### src/rtl/rr_mux_arbiter.sv
// Round-robin arbiter sharing a 4:1 single-bit mux among four requesters.
// Drives registered mux select/grant lines and a registered data bit with valid.
module rr_mux_arbiter #(
  parameter int unsigned HOLD_MAX = 4
) (
  input  logic clk,
  input  logic reset,
  input  logic req0,
  input  logic req1,
  input  logic req2,
  input  logic req3,
  input  logic in0,
  input  logic in1,
  input  logic in2,
  input  logic in3,
  output logic address0,
  output logic address1,
  output logic grant0,
  output logic grant1,
  output logic grant2,
  output logic grant3,
  output logic out,
  output logic out_valid,
  output logic busy
);

  typedef enum logic {
    IDLE  = 1'b0,
    GRANT = 1'b1
  } state_t;

  localparam logic [2:0] HOLD = 3'(HOLD_MAX);

  state_t     state, state_n;
  logic [1:0] addr, addr_n;
  logic [1:0] last, last_n;
  logic [2:0] cnt, cnt_n;
  logic [3:0] grant, grant_n;
  logic       out_r, valid_r;

  logic [3:0] req, din, others;
  logic [1:0] idle_pick, hand_pick;

  // Rotate the request vector so the slot after base lands at bit 0,
  // then take the lowest set bit and rotate the index back.
  function automatic logic [1:0] rr_pick(input logic [3:0] r, input logic [1:0] base);
    logic [7:0] dbl;
    logic [1:0] off;
    dbl = {r, r} >> (3'(base) + 3'd1);
    off = 2'd0;
    for (int i = 3; i >= 0; i--) begin
      if (dbl[i]) off = 2'(i);
    end
    return base + off + 2'd1;
  endfunction

  assign req       = {req3, req2, req1, req0};
  assign din       = {in3, in2, in1, in0};
  assign others    = req & ~(4'b0001 << addr);
  assign idle_pick = rr_pick(req, last);
  assign hand_pick = rr_pick(others, addr);

  always_comb begin
    state_n = state;
    addr_n  = addr;
    last_n  = last;
    cnt_n   = cnt;
    grant_n = grant;
    case (state)
      IDLE: begin
        if (|req) begin
          state_n = GRANT;
          addr_n  = idle_pick;
          grant_n = 4'b0001 << idle_pick;
          cnt_n   = 3'd1;
        end
      end
      GRANT: begin
        if (!req[addr] || (cnt >= HOLD && |others)) begin
          last_n = addr;
          if (|others) begin
            addr_n  = hand_pick;
            grant_n = 4'b0001 << hand_pick;
            cnt_n   = 3'd1;
          end else begin
            state_n = IDLE;
            grant_n = 4'b0000;
            cnt_n   = 3'd0;
          end
        end else if (cnt < HOLD) begin
          cnt_n = cnt + 3'd1;
        end
      end
      default: begin
        state_n = IDLE;
        grant_n = 4'b0000;
      end
    endcase
  end

  always_ff @(posedge clk) begin
    if (reset) begin
      state <= IDLE;
      addr  <= 2'd0;
      last  <= 2'd3;
      cnt   <= 3'd0;
      grant <= 4'b0000;
    end else begin
      state <= state_n;
      addr  <= addr_n;
      last  <= last_n;
      cnt   <= cnt_n;
      grant <= grant_n;
    end
  end

  // Data sampled through the current select; holds its value while idle.
  always_ff @(posedge clk) begin
    if (reset) begin
      out_r   <= 1'b0;
      valid_r <= 1'b0;
    end else begin
      if (state == GRANT) out_r <= din[addr];
      valid_r <= (state == GRANT);
    end
  end

  assign address0  = addr[0];
  assign address1  = addr[1];
  assign grant0    = grant[0];
  assign grant1    = grant[1];
  assign grant2    = grant[2];
  assign grant3    = grant[3];
  assign out       = out_r;
  assign out_valid = valid_r;
  assign busy      = (state == GRANT);

endmodule

### config.mk
export PLATFORM = sky130hd
export DESIGN_NAME = rr_mux_arbiter
export DESIGN_NICKNAME = d
export VERILOG_FILES = /design/src/rtl/rr_mux_arbiter.sv
export SDC_FILE = /design/constraint.sdc
export NUM_CORES = 1
export LEC_CHECK = 0
export BUFFER_PORTS_ARGS = -buffer_cell sky130_fd_sc_hd__buf_2
export CAP_MARGIN = 5
export CORE_MARGIN = 4
export CORE_UTILIZATION = 61
export CTS_CLUSTER_DIAMETER = 200
export DETAILED_ROUTE_END_ITERATION = 16
export PLACE_DENSITY = 0.83
export REMOVE_ABC_BUFFERS = 1
export SYNTH_ARGS = -nofsm -noshare
export SYNTH_HDL_FRONTEND = slang
export SYNTH_SLANG_ARGS = --single-unit
### constraint.sdc
create_clock -name clk -period 4.6 [get_ports clk]
set_input_delay 1.15 -clock clk [delete_from_list [all_inputs] [get_ports clk]]
set_output_delay 1.15 -clock clk [all_outputs]
set_load 0.01 [all_outputs]
== Word level (Yosys, flattened, before mapping) ==
Cells that the tools add are included.

* Bitwise gates (word level): 3
* Eq/ne operators: 4
* $add $sub $neg: 7
* Muxes and demuxes: 29
* Magnitude comparators: 3
* Reduce and logical (&&, ||, !) cells: 9
* Shift operators: 5

{| class="wikitable"
|+ Operator list
! operator !! number
|-
| $mux W2 || 11
|-
| $shr A8 B3 Y4 || 2
|-
| $mux W4 || 3
|-
| $shl A1 B2 Y4 const A || 3
|-
| $mux W3 || 3
|-
| $pmux W4 S2 || 1
|-
| $reduce_or A4 Y1 || 2
|-
| $add A2 B1 Y3 const B || 2
|-
| $mux W1 || 6
|-
| $pmux W3 S2 || 1
|-
| $reduce_and A2 Y1 || 3
|-
| $add A2 B1 Y2 const B || 2
|-
| $add A2 B2 Y2 || 2
|-
| $and A4 B4 Y4 || 1
|-
| $bmux W1 S2 || 2
|-
| $ne A2 B1 Y1 const B || 2
|-
| $not A4 Y4 || 1
|-
| $pmux W2 S2 || 1
|-
| $add A3 B1 Y3 const B || 1
|-
| $ge A3 B3 Y1 const B || 1
|-
| $lt A2 B3 Y1 const B || 1
|-
| $lt A3 B3 Y1 const B || 1
|-
| $ne A3 B1 Y1 const B || 1
|-
| $reduce_and A3 Y1 || 1
|-
| other kinds (6) || 6
|}

* Logic and storage cells: 67
* Bits in registers: 14
* Output and inout port bits: 9

== Depth between registers and ports, before layout ==
Gate-level depths: netlist (run 1).

* Depth after elaboration: 14
* Depth in mapped cells: 11
* Mapped depth without buffers: 10

== Worst setup path before layout (run 1) ==
OpenSTA, ideal clock, no wires.

* Kind: input-to-reg
* Start point: input port req3
* End point: register grant[1]
* Data required time: 4.509 ns
* Stages on the path: 9
* Setup time: 0.091 ns
* Arrival: 2.801 ns
* Buffers on the path: 1
* Slack: 1.708 ns
* Path through: buf_4 > or4_1 > o221ai_1 > a21oi_1 > ha_1 > xor2_1 > nor3_1 > mux2i_1 > a311oi_1

* Word-level cells in the longest chain between the ends: 12
* Elaborated cells on any way between the ends: 31
* Classes of those cells: 4 x add/sub; 2 x eq/ne; 4 x shift; 14 x mux; 1 x bitwise; 6 x reduce/logical

{| class="wikitable"
|+ RTL lines
! element !! line !! text
|-
| start: declaration || 11 || <nowiki>input logic req3,</nowiki>
|-
| $and A4 B4 Y4 || 59 || <nowiki>assign others = req & ~(4'b0001 << addr);</nowiki>
|-
| $shr A8 B3 Y4 || 49 || <nowiki>dbl = {r, r} >> (3'(base) + 3'd1);</nowiki>
|-
| $mux W2 (4 in series) || 52 || <nowiki>if (dbl[i]) off = 2'(i);</nowiki>
|-
| $add A2 B2 Y2 || 54 || <nowiki>return base + off + 2'd1;</nowiki>
|-
| $add A2 B1 Y2 || 54 ||
|-
| $shl A1 B2 Y4 || 83 || <nowiki>grant_n = 4'b0001 << hand_pick;</nowiki>
|-
| $mux W4 || 81 || <nowiki>if (|others) begin</nowiki>
|-
| $mux W4 || 79 || <nowiki>if (!req[addr] || (cnt >= HOLD && |others)) begin</nowiki>
|-
| $pmux W4 S2 || 69 || <nowiki>case (state)</nowiki>
|-
| end signal: assignment || 113 || <nowiki>grant <= grant_n;</nowiki>
|-
| end: declaration || 38 || <nowiki>logic [3:0] grant, grant_n;</nowiki>
|}

Parallel ways exist; a longest one is shown, timed or not. The select of a mux whose other input is x is not followed.
A chain may end at the register's enable or synchronous reset.

== Final worst setup path (run 1) ==
* Start point: input port req2
* End point: register grant[3]

* Word-level cells in the longest chain between the ends: 12
* Elaborated cells on any way between the ends: 31
* Classes of those cells: 4 x add/sub; 2 x eq/ne; 4 x shift; 14 x mux; 1 x bitwise; 6 x reduce/logical

{| class="wikitable"
|+ RTL lines
! element !! line !! text
|-
| start: declaration || 10 || <nowiki>input logic req2,</nowiki>
|-
| $and A4 B4 Y4 || 59 ||
|-
| $shr A8 B3 Y4 || 49 ||
|-
| $mux W2 (4 in series) || 52 ||
|-
| $add A2 B2 Y2 || 54 ||
|-
| $add A2 B1 Y2 || 54 ||
|-
| $shl A1 B2 Y4 || 83 ||
|-
| $mux W4 || 81 ||
|-
| $mux W4 || 79 ||
|-
| $pmux W4 S2 || 69 ||
|}

Parallel ways exist; a longest one is shown, timed or not. The select of a mux whose other input is x is not followed.

==> impl_metrics.ini, run 1 <==
[worst_setup_path]
cp.arrival_ps = 3090
critPathMaxFanout = 11
worstPathRequired_ps = 4800
r2r_slack_ps = 2290
crit_path_top_delay_cell = nor4b_1
end_kind = flop
crit_buf_inv = 2
critical_path.cell_chain = buf_2, inv_1, a21oi_1, a21oi_1, o21ai_0, ha_1, nor4b_1, o21ai_0, a311oi_1
critPathTopFamily = compound AO/OA/AOI/OAI gates
slowest_delay_ps = 420
path_class = in -> reg
start_kind = input pin

[floorplanning]
io_pins = 19
start_util = 0.643
placementRows = 16
coreArea_mm2 = 0.00198
die_h_um = 53.7
die_area_mm2 = 0.00289
fp.dieW_um = 53.7

[routing]
detail_route.wl_per_cell_um = 14.5
routed_wl_mm = 2.74
viasPerCell = 6.12
num_vias = 1157
first_pass_iters = 4
route.detailed.drc = 0
final_antenna_net_count = 0
drtIter0Drc = 24

[logic_synthesis]
syn_area_mm2 = 0.00127
synthAdderAreaFrac = 0.0491
synthXorXnorAreaFrac = 0.0137
synth_top_area_share = 0.220
synth-edff-count = 0
synth.largest_area_cell = dfxtp_1
synthTopCellsByArea = dfxtp_1 (22%), mux2i_1 (7.1%), nor2_1 (6.5%), ha_1 (4.9%), a21oi_1 (4.7%)
synth_cell_types = 52
yosys.area_share.simple = 0.264
synthMuxAreaShare = 0.109
yosysSeqAreaShare = 0.220
synth-seq-cells = 14
synth_top_family_by_area = compound AO/OA/AOI/OAI gates
synth.avg_cell_area_um2 = 8.44
synth_compound_area_frac = 0.269
yosys_warnings = 0
ys.flop_type = dfxtp_1
syn_inst = 151
ys_async_sr_fraction = 0

[sta]
setup_tns_ps = 0
fmax_mhz = 346
setup_viol = 0
fin_crit_ps = 2890
worst_slew_pin_slew_ps = 664
skew_ps = 0.655
hold_slack_ps = 499
grt_setup_unrepaired = false
max_slew_margin = 0.553
slew_viol_final = 0
period_share = 0.629
hold_violations = 0

[cells_and_area]
layout-drive-gt1-share = 0.222
fin_nets = 178
stdcell_count = 189
final_common_cell = nor2_1
syn_to_final_growth_pct = 7.07
antennaDiodeCount = 0
layout_common_cells = nor2_1 (22), buf_2 (18), dfxtp_1 (14), a21oi_1 (12), mux2i_1 (9)

[power_and_ir_drop]
leakage_nw = 0.565
total_power_mw = 0.520
peakVddDrop_uv = 235
seq_power_share = 0.347
powerDensity_mw_per_mm2 = 381
power_frac_comb = 0.480
p_int_mw = 0.311
switching_share = 0.402
net-switching-power_mw = 0.209
p_clk_frac = 0.172

[global_route]
grt-ovfl-total = 0
grt_max_degree = 20
grt_pass1_wl_mm = 4.57
grt_usage = 0.212
antenna_found_initial = 0
grt_pass1_vias = 1095

[placed_design]
dp_cells = 185
numPortBuffers = 18
hpwl_mm = 2.11
gp_congestion = 0.855

[job]
cap_violations = 0

[clock_tree]
cts_hold_buf = 0
root_buffer = clkbuf_4
cts.reportedPaths.clkPinSlew_ps = 90
cts_buffer_depth = 2
clock_sinks = 14
post-cts-setup-buffers = 0
cts_tree = done
cts_made_buffers = 3
worstSkewPairLatency_ps = 280
cts_resized = 0
htree_levels = 1

[hold_path]
hold_path.class = reg -> reg

[run_status]
status = finished, final reports clean
state kept, by name, indices dropped and copies added, names as in the netlist:
register   flops
cnt            3
last           2
busy           1
addr           2
grant          4
out_valid      1
out            1
final timing paths:
check	startpoint	endpoint	depth (start not counted)
setup / recovery	req2	grant[3]	9
hold / removal	grant[2]	grant[2]	2
setup reg to reg	addr[1]	grant[3]	7
hold reg to reg	grant[2]	grant[2]	2
cell type report:
class	instances	area, µm²
fill	165	617
timing repair buffer	18	90.1
multi-input combinational	119	898
tap	27	33.8
inverter	7	26.3
clock buffer	4	36.3
sequential	14	280
worst reg2reg max path, stage by stage (launching register included):
cell      delay (ps)
dfxtp_1          670
nand3_1          140
o211ai_1         120
o21ai_0          150
ha_1             300
nor4b_1          420
o21ai_0          160
a311oi_1         270
layer usage:
layer / wire, µm / GRT usage / vias to the layer above
li1: - / - / 574
met1: 1190 / 0.239 / 543
met2: 1340 / 0.387 / 36
met3: 185 / 0.0526 / 4
met4: 23 / 0.0596 / 0
met5: 0 / 0 / -
power by group through the flow:
stage          Combinational, mW  Clock [mW]  Sequential (mW)
3_5_place_dp               0.249           0            0.183
3_3_place_gp               0.239           0            0.181
6_report                   0.250      0.0896            0.181
4_1_cts                    0.250      0.0911            0.180
2_1_floorplan              0.179           0            0.183
5_1_grt                    0.277      0.0978            0.185
through the flow:
stage	util	area (µm²)	worst slack, ps
after floorplan	-	1200	1850
after global placement	0.670	1330	1570
after detailed placement	0.670	1330	1430
after CTS	0.689	1370	1720
after global routing	0.689	1370	1510
final	0.689	1370	1710
cell usage after synthesis (2+ instances only):
master     n
o21ai_0    8
nand2_1    2
nand3b_1   4
a21boi_0   2
buf_6      2
mux2i_1    9
clkbuf_1   3
nand2b_1   4
nand3_1    4
nor2_1    22
ha_1       5
buf_4      3
nor3_1     3
buf_2      2
a311oi_1   5
o32ai_1    3
dfxtp_1   14
inv_1      7
nor3b_1    3
or2_2      2
nor2b_1    2
a21oi_1   12
logic make-up after synthesis:
kind of cell               Yosys count
buffers and inverters               18
AOI/OAI and AO/OA                   42
DFF                                 14
and+or+nand+nor                     59
muxes                               11
adders and majority gates            5
xor gates and xnor gates             2
Power figures use the tool's default switching activity.
==> run 2: changes to the inputs <==
--- a/config.mk
+++ b/config.mk
@@ -8,10 +8,10 @@
 export BUFFER_PORTS_ARGS = -buffer_cell sky130_fd_sc_hd__buf_2
 export CAP_MARGIN = 5
 export CORE_MARGIN = 4
-export CORE_UTILIZATION = 61
+export CORE_UTILIZATION = 51
 export CTS_CLUSTER_DIAMETER = 200
 export DETAILED_ROUTE_END_ITERATION = 16
-export PLACE_DENSITY = 0.83
+export PLACE_DENSITY = 0.73
 export REMOVE_ABC_BUFFERS = 1
 export SYNTH_ARGS = -nofsm -noshare
 export SYNTH_HDL_FRONTEND = slang
==> constraint.sdc (replaced) <==
create_clock -name clk -period 2.6 [get_ports clk]
set_input_delay 0.65 -clock clk [delete_from_list [all_inputs] [get_ports clk]]
set_output_delay 0.65 -clock clk [all_outputs]
set_load 0.01 [all_outputs]
==> run 2 against run 1 <==
  * Via count is 1.9% higher
  * Critical path depth stayed put
  * Sequential power is 69% higher
  * Clock skew is 13 ps higher
  * Critical endpoint unchanged
  * Highest routed layer unchanged
==> impl_metrics.ini, run 2 (same netlist as run 1, synthesis figures left out) <==
[cells_and_area]
layout_common_cells = nor2_1 (22), buf_2 (18), dfxtp_1 (14), a21oi_1 (12), mux2i_1 (9)
largest_reg_flops = 4
top_regs = grant (4), cnt (3)
layout-drive-gt1-share = 0.254
syn_to_final_growth_pct = 11.3
final_common_cell = nor2_1
antennaDiodeCount = 0
stdcell_area_mm2 = 0.00142
top_register = grant
fin_nets = 185

[floorplanning]
start_util = 0.555
placementRows = 17
fp.dieW_um = 58
io_pins = 19
die_h_um = 58
coreArea_mm2 = 0.00230
die_area_mm2 = 0.00336

[power_and_ir_drop]
powerDensity_mw_per_mm2 = 660
p_int_mw = 0.564
peakVddDrop_uv = 342
leakage_nw = 0.601
seq_power_share = 0.327
power_frac_comb = 0.499
net-switching-power_mw = 0.372
p_clk_frac = 0.175
switching_share = 0.398

[global_route]
busiest_layer = met2
met1_usage = 0.203
grt_usage = 0.174
grt_pass1_wl_mm = 4.64
grt_pass1_vias = 1110
met2_usage = 0.292
grt_max_degree = 17
grt-ovfl-total = 0
antenna_found_initial = 0
use_met3 = 0.0557

[hold_path]
hold_path.class = reg -> reg
hold_depth = 2
worstHoldStart = grant[1]
min_to = grant[1]

[routing]
route.detailed.drc = 0
first_pass_iters = 6
drtIter0Drc = 22
routed_wl_mm = 2.76
num_vias = 1179
detail_route.wl_per_cell_um = 14.0
final_antenna_net_count = 0
viasPerCell = 5.98

[clock_tree]
cts_made_buffers = 3
cts_hold_buf = 0
cts_buffer_depth = 2
root_buffer = clkbuf_4
htree_levels = 1
worstSkewPairLatency_ps = 300
post-cts-setup-buffers = 0
clock_sinks = 14
cts_resized = 0
cts.reportedPaths.clkPinSlew_ps = 100
cts_tree = done

[sta]
grt_setup_unrepaired = false
setup_viol = 0
setup_tns_ps = 0
skew_ps = 13.2
slew_viol_final = 0
setup_ws_ps = 364
fmax_mhz = 447
worst_slew_pin_slew_ps = 463
max_slew_margin = 0.691
fin_crit_ps = 2240
hold_violations = 0
period_share = 0.860

[worst_setup_path]
path_class = in -> reg
cp.arrival_ps = 2440
start_kind = input pin
worstPathRequired_ps = 2810
critPathMaxFanout = 14
end_kind = flop
reg2reg_depth = 6
r2r-end = grant[3]
r2r_slack_ps = 410
timing.rr.start = addr[0]

[placed_design]
hpwl_mm = 2.10
place_ws_ps = 34.9
numPortBuffers = 18
gp_congestion = 0.792
placed_area_mm2 = 0.00138

[job]
cap_violations = 0

[run_status]
status = finished, final reports clean
==> run 2: final cells by class <==
class / instances / area, µm²
Multi-Input combinational cell: 119 / 898
Timing Repair Buffer: 25 / 143
Tap cell: 28 / 35.0
Clock buffer: 4 / 36.3
Fill cell: 205 / 878
Inverter: 7 / 26.3
Sequential cell: 14 / 280
==> run 2: critical path, stage by stage <==
cell and delay [ps]:
buf_2 170, or4_1 470, o221ai_1 80, a21oi_1 60, ha_1 230, xor2_1 170, nor3_1 200, mux2i_1 110
a311oi_1 280
==> run 2: power groups by stage <==
stage	sequential (mW)	combinational [mW]	clock, mW
global placement	0.309	0.456	0
global route	0.315	0.519	0.170
floorplan	0.323	0.317	0
detailed placement	0.311	0.463	0
CTS	0.306	0.468	0.167
finish	0.306	0.467	0.163
==> run 2: routing by layer <==
metal  share of wire  vias up
met2            0.49       30
met1            0.44      551
met5               0        -
met4           0.017        0
met3           0.053        7
li1                -      591
==> run 2: how the worst max path moves through the flow <==
stage                     endpoint  slack, ps  startpoint
final                     grant[3]        360        req1
after CTS                 grant[3]        350        req1
after global placement    grant[1]        110        req1
after global routing      grant[3]        150     addr[0]
after detailed placement  grant[3]         30        req0
after floorplan           grant[1]        350        req3
==> run 2: stage by stage <==
step                hold slack, ps  instances   util  total power [mW]
floorplan                      460        140      -             0.640
global placement               478        193  0.602             0.765
detailed placement             496        193  0.602             0.774
CTS                            509        197  0.618             0.941
global route                   531        197  0.618              1.00
finish                         505        197  0.618             0.936
==> run 3: changes to the inputs <==
--- a/config.mk
+++ b/config.mk
@@ -5,14 +5,16 @@
 export SDC_FILE = /design/constraint.sdc
 export NUM_CORES = 1
 export LEC_CHECK = 0
+export ABC_AREA = 1
 export BUFFER_PORTS_ARGS = -buffer_cell sky130_fd_sc_hd__buf_2
 export CAP_MARGIN = 5
 export CORE_MARGIN = 4
-export CORE_UTILIZATION = 51
+export CORE_UTILIZATION = 50
 export CTS_CLUSTER_DIAMETER = 200
 export DETAILED_ROUTE_END_ITERATION = 16
 export PLACE_DENSITY = 0.73
 export REMOVE_ABC_BUFFERS = 1
+export SKIP_LAST_GASP = 1
 export SYNTH_ARGS = -nofsm -noshare
 export SYNTH_HDL_FRONTEND = slang
 export SYNTH_SLANG_ARGS = --single-unit
==> run 3 against run 2 <==
  * Sequential cell count unchanged
  * Die area down 2.4%
  * Hold slack worse by 11 ps
  * Maximum frequency up 7.3%
  * Sequential power up 15%
  * Setup slack better by 150 ps
  * Clock power about the same
  * Synthesized area down 4.7%
  * Critical path type is now reg -> reg
  * Largest power group unchanged
==> impl_metrics.ini, run 3 <==
[clock_tree]
cts_resized = 0
htree_levels = 1
cts_tree = done
cts_buffer_depth = 2
cts.reportedPaths.clkPinSlew_ps = 90
post-cts-setup-buffers = 0
clock_sinks = 14
cts_made_buffers = 3
root_buffer = clkbuf_4
cts_hold_buf = 0
worstSkewPairLatency_ps = 280

[cells_and_area]
n_fill_cell = 225
multiInputGateArea_um2 = 820
layout-drive-gt1-share = 0.229
final_common_cell = nand2_1
layout_common_cells = nand2_1 (52), nand3_1 (33), buf_2 (18), nor2_1 (15)
top_regs = grant (4), cnt (3)
stdcell_count = 233
regArea_um2 = 280
stdcell_area_mm2 = 0.00135
antennaDiodeCount = 0
top_register = grant
largest_reg_flops = 4
syn_to_final_growth_pct = 10.9
fin_nets = 221

[sta]
grt_setup_unrepaired = false
skew_ps = 5.43
worst_slew_pin_slew_ps = 476
hold_violations = 0
fin_crit_ps = 2080
max_slew_margin = 0.683
slew_viol_final = 0
setup_viol = 0
setup_tns_ps = 0
fmax_mhz = 480
period_share = 0.801

[floorplanning]
die_area_mm2 = 0.00328
placementRows = 17
start_util = 0.539
io_pins = 19
coreArea_mm2 = 0.00225
fp.dieW_um = 57.3
die_h_um = 57.3

[routing]
route.detailed.drc = 0
routed_wl_mm = 2.70
first_pass_iters = 4
viasPerCell = 5.38
num_vias = 1253
drtIter0Drc = 36
detail_route.wl_per_cell_um = 11.6
final_antenna_net_count = 0

[logic_synthesis]
yosys.area_share.simple = 0.491
syn_area_mm2 = 0.00121
synth-edff-count = 0
synth.avg_cell_area_um2 = 6.50
yosysMostFrequentCell = nand2_1
syn_inst = 187
yosys_warnings = 0
ys_async_sr_fraction = 0
synth_top_family_by_area = simple AND/OR/NAND/NOR gates
synthMuxAreaShare = 0
yosysSeqAreaShare = 0.231
synth-seq-cells = 14
synthXorXnorAreaFrac = 0.00721
synth_top_area_share = 0.231
synthTopCellsByArea = dfxtp_1 (23%), nand2_1 (16%), nand3_1 (14%), nand2_4 (5.6%), ha_1 (5.1%)
yosys-top-cells-count = nand2_1 (52), nand3_1 (33), nor2_1 (15)
synth_compound_area_frac = 0.125
synthAdderAreaFrac = 0.0515
synth_cell_types = 31
ys.flop_type = dfxtp_1
synth.largest_area_cell = dfxtp_1

[worst_setup_path]
start_kind = flop
critical_path.cell_chain = inv_2, nand2_2, and2_1, o21ai_0, nand3_1, ha_1, inv_1, nor3_1, nand3_1, nand2_1, nor2_1, nor2_1
crit_path_top_delay_cell = dfxtp_1
end_kind = flop
slowest_delay_ps = 390
critPathTopFamily = simple AND/OR/NAND/NOR gates
crit_buf_inv = 2
cp.arrival_ps = 2300
worstPathRequired_ps = 2820
path_class = reg -> reg
critPathMaxFanout = 10

[power_and_ir_drop]
peakVddDrop_uv = 687
powerDensity_mw_per_mm2 = 1040
leakage_nw = 0.709

[global_route]
grt_pass1_vias = 1197
antenna_found_initial = 0
grt_max_degree = 11
grt_usage = 0.177
grt_pass1_wl_mm = 4.79
grt-ovfl-total = 0

[job]
cap_violations = 0

[placed_design]
placed_area_mm2 = 0.00131
dp_cells = 229
hpwl_mm = 2.14
gp_congestion = 0.944
numPortBuffers = 18

[hold_path]
hold_path.class = reg -> reg

[run_status]
status = finished, final reports clean
run 3: cell types whose count changed after synthesis, moves of 4 or more:
cell / previous run / this run
nand2_4: 0 / 6
a311oi_1: 5 / 1
nand2_1: 2 / 52
inv_1: 7 / 14
nand3_1: 4 / 33
nor2_1: 22 / 15
a21oi_1: 12 / 6
nand3b_1: 4 / 0
o21ai_0: 8 / 4
nand2b_1: 4 / 0
mux2i_1: 9 / 0
nand2_2: 0 / 7
run 3: power breakdown:
group          switching, mW  internal [mW]
Combinational          0.565          0.322
Clock                 0.0745         0.0850
Sequential            0.0760          0.275
Total                  0.715          0.682
run 3: cell type report:
class	count	area share
sequential	14	0.208
multi-input combinational	149	0.608
timing repair buffer	19	0.0724
clock buffer	4	0.0269
tap	28	0.0260
inverter	19	0.0585
run 3: logic make-up after synthesis:
logic type	after synthesis
and+or+nand+nor	121
adders and majority gates	5
AOI/OAI and AO/OA	22
xor gates and xnor gates	1
DFF	14
buffers and inverters	24
run 3: stage by stage:
stage	setup WS (ps)	util	hold WS (ps)	power [mW]
floorplan	636	-	450	1.04
CTS	531	0.598	503	1.40
detailed placement	290	0.582	489	1.24
global route	215	0.598	522	1.55
global placement	425	0.582	466	1.21
finish	517	0.598	494	1.40
run 3: per-layer routing:
metal,GRT usage,part of all wire,vias up
li1,-,-,650
met1,0.211,0.45,567
met2,0.325,0.50,34
met3,0.0271,0.053,2
met4,0.0530,0.0037,0
met5,0,0,-
run 3: worst paths after layout:
| path | startpoint | to | slack [ps] | cells after the start |
|---|---|---|---|---|
| hold reg to reg | cnt[1] | cnt[1] | 490 | 2 |
| setup / recovery | addr[0] | grant[2] | 520 | 12 |
| setup reg to reg | addr[0] | grant[2] | 520 | 12 |
| hold / removal | cnt[1] | cnt[1] | 490 | 2 |
run 3: worst reg2reg max path, stage by stage, from the launching register on:
cell and delay [ps]:
dfxtp_1 390, inv_2 190, nand2_2 80, and2_1 150
o21ai_0 160, nand3_1 120, ha_1 310, inv_1 40
nor3_1 250, nand3_1 130, nand2_1 80, nor2_1 40
nor2_1 70
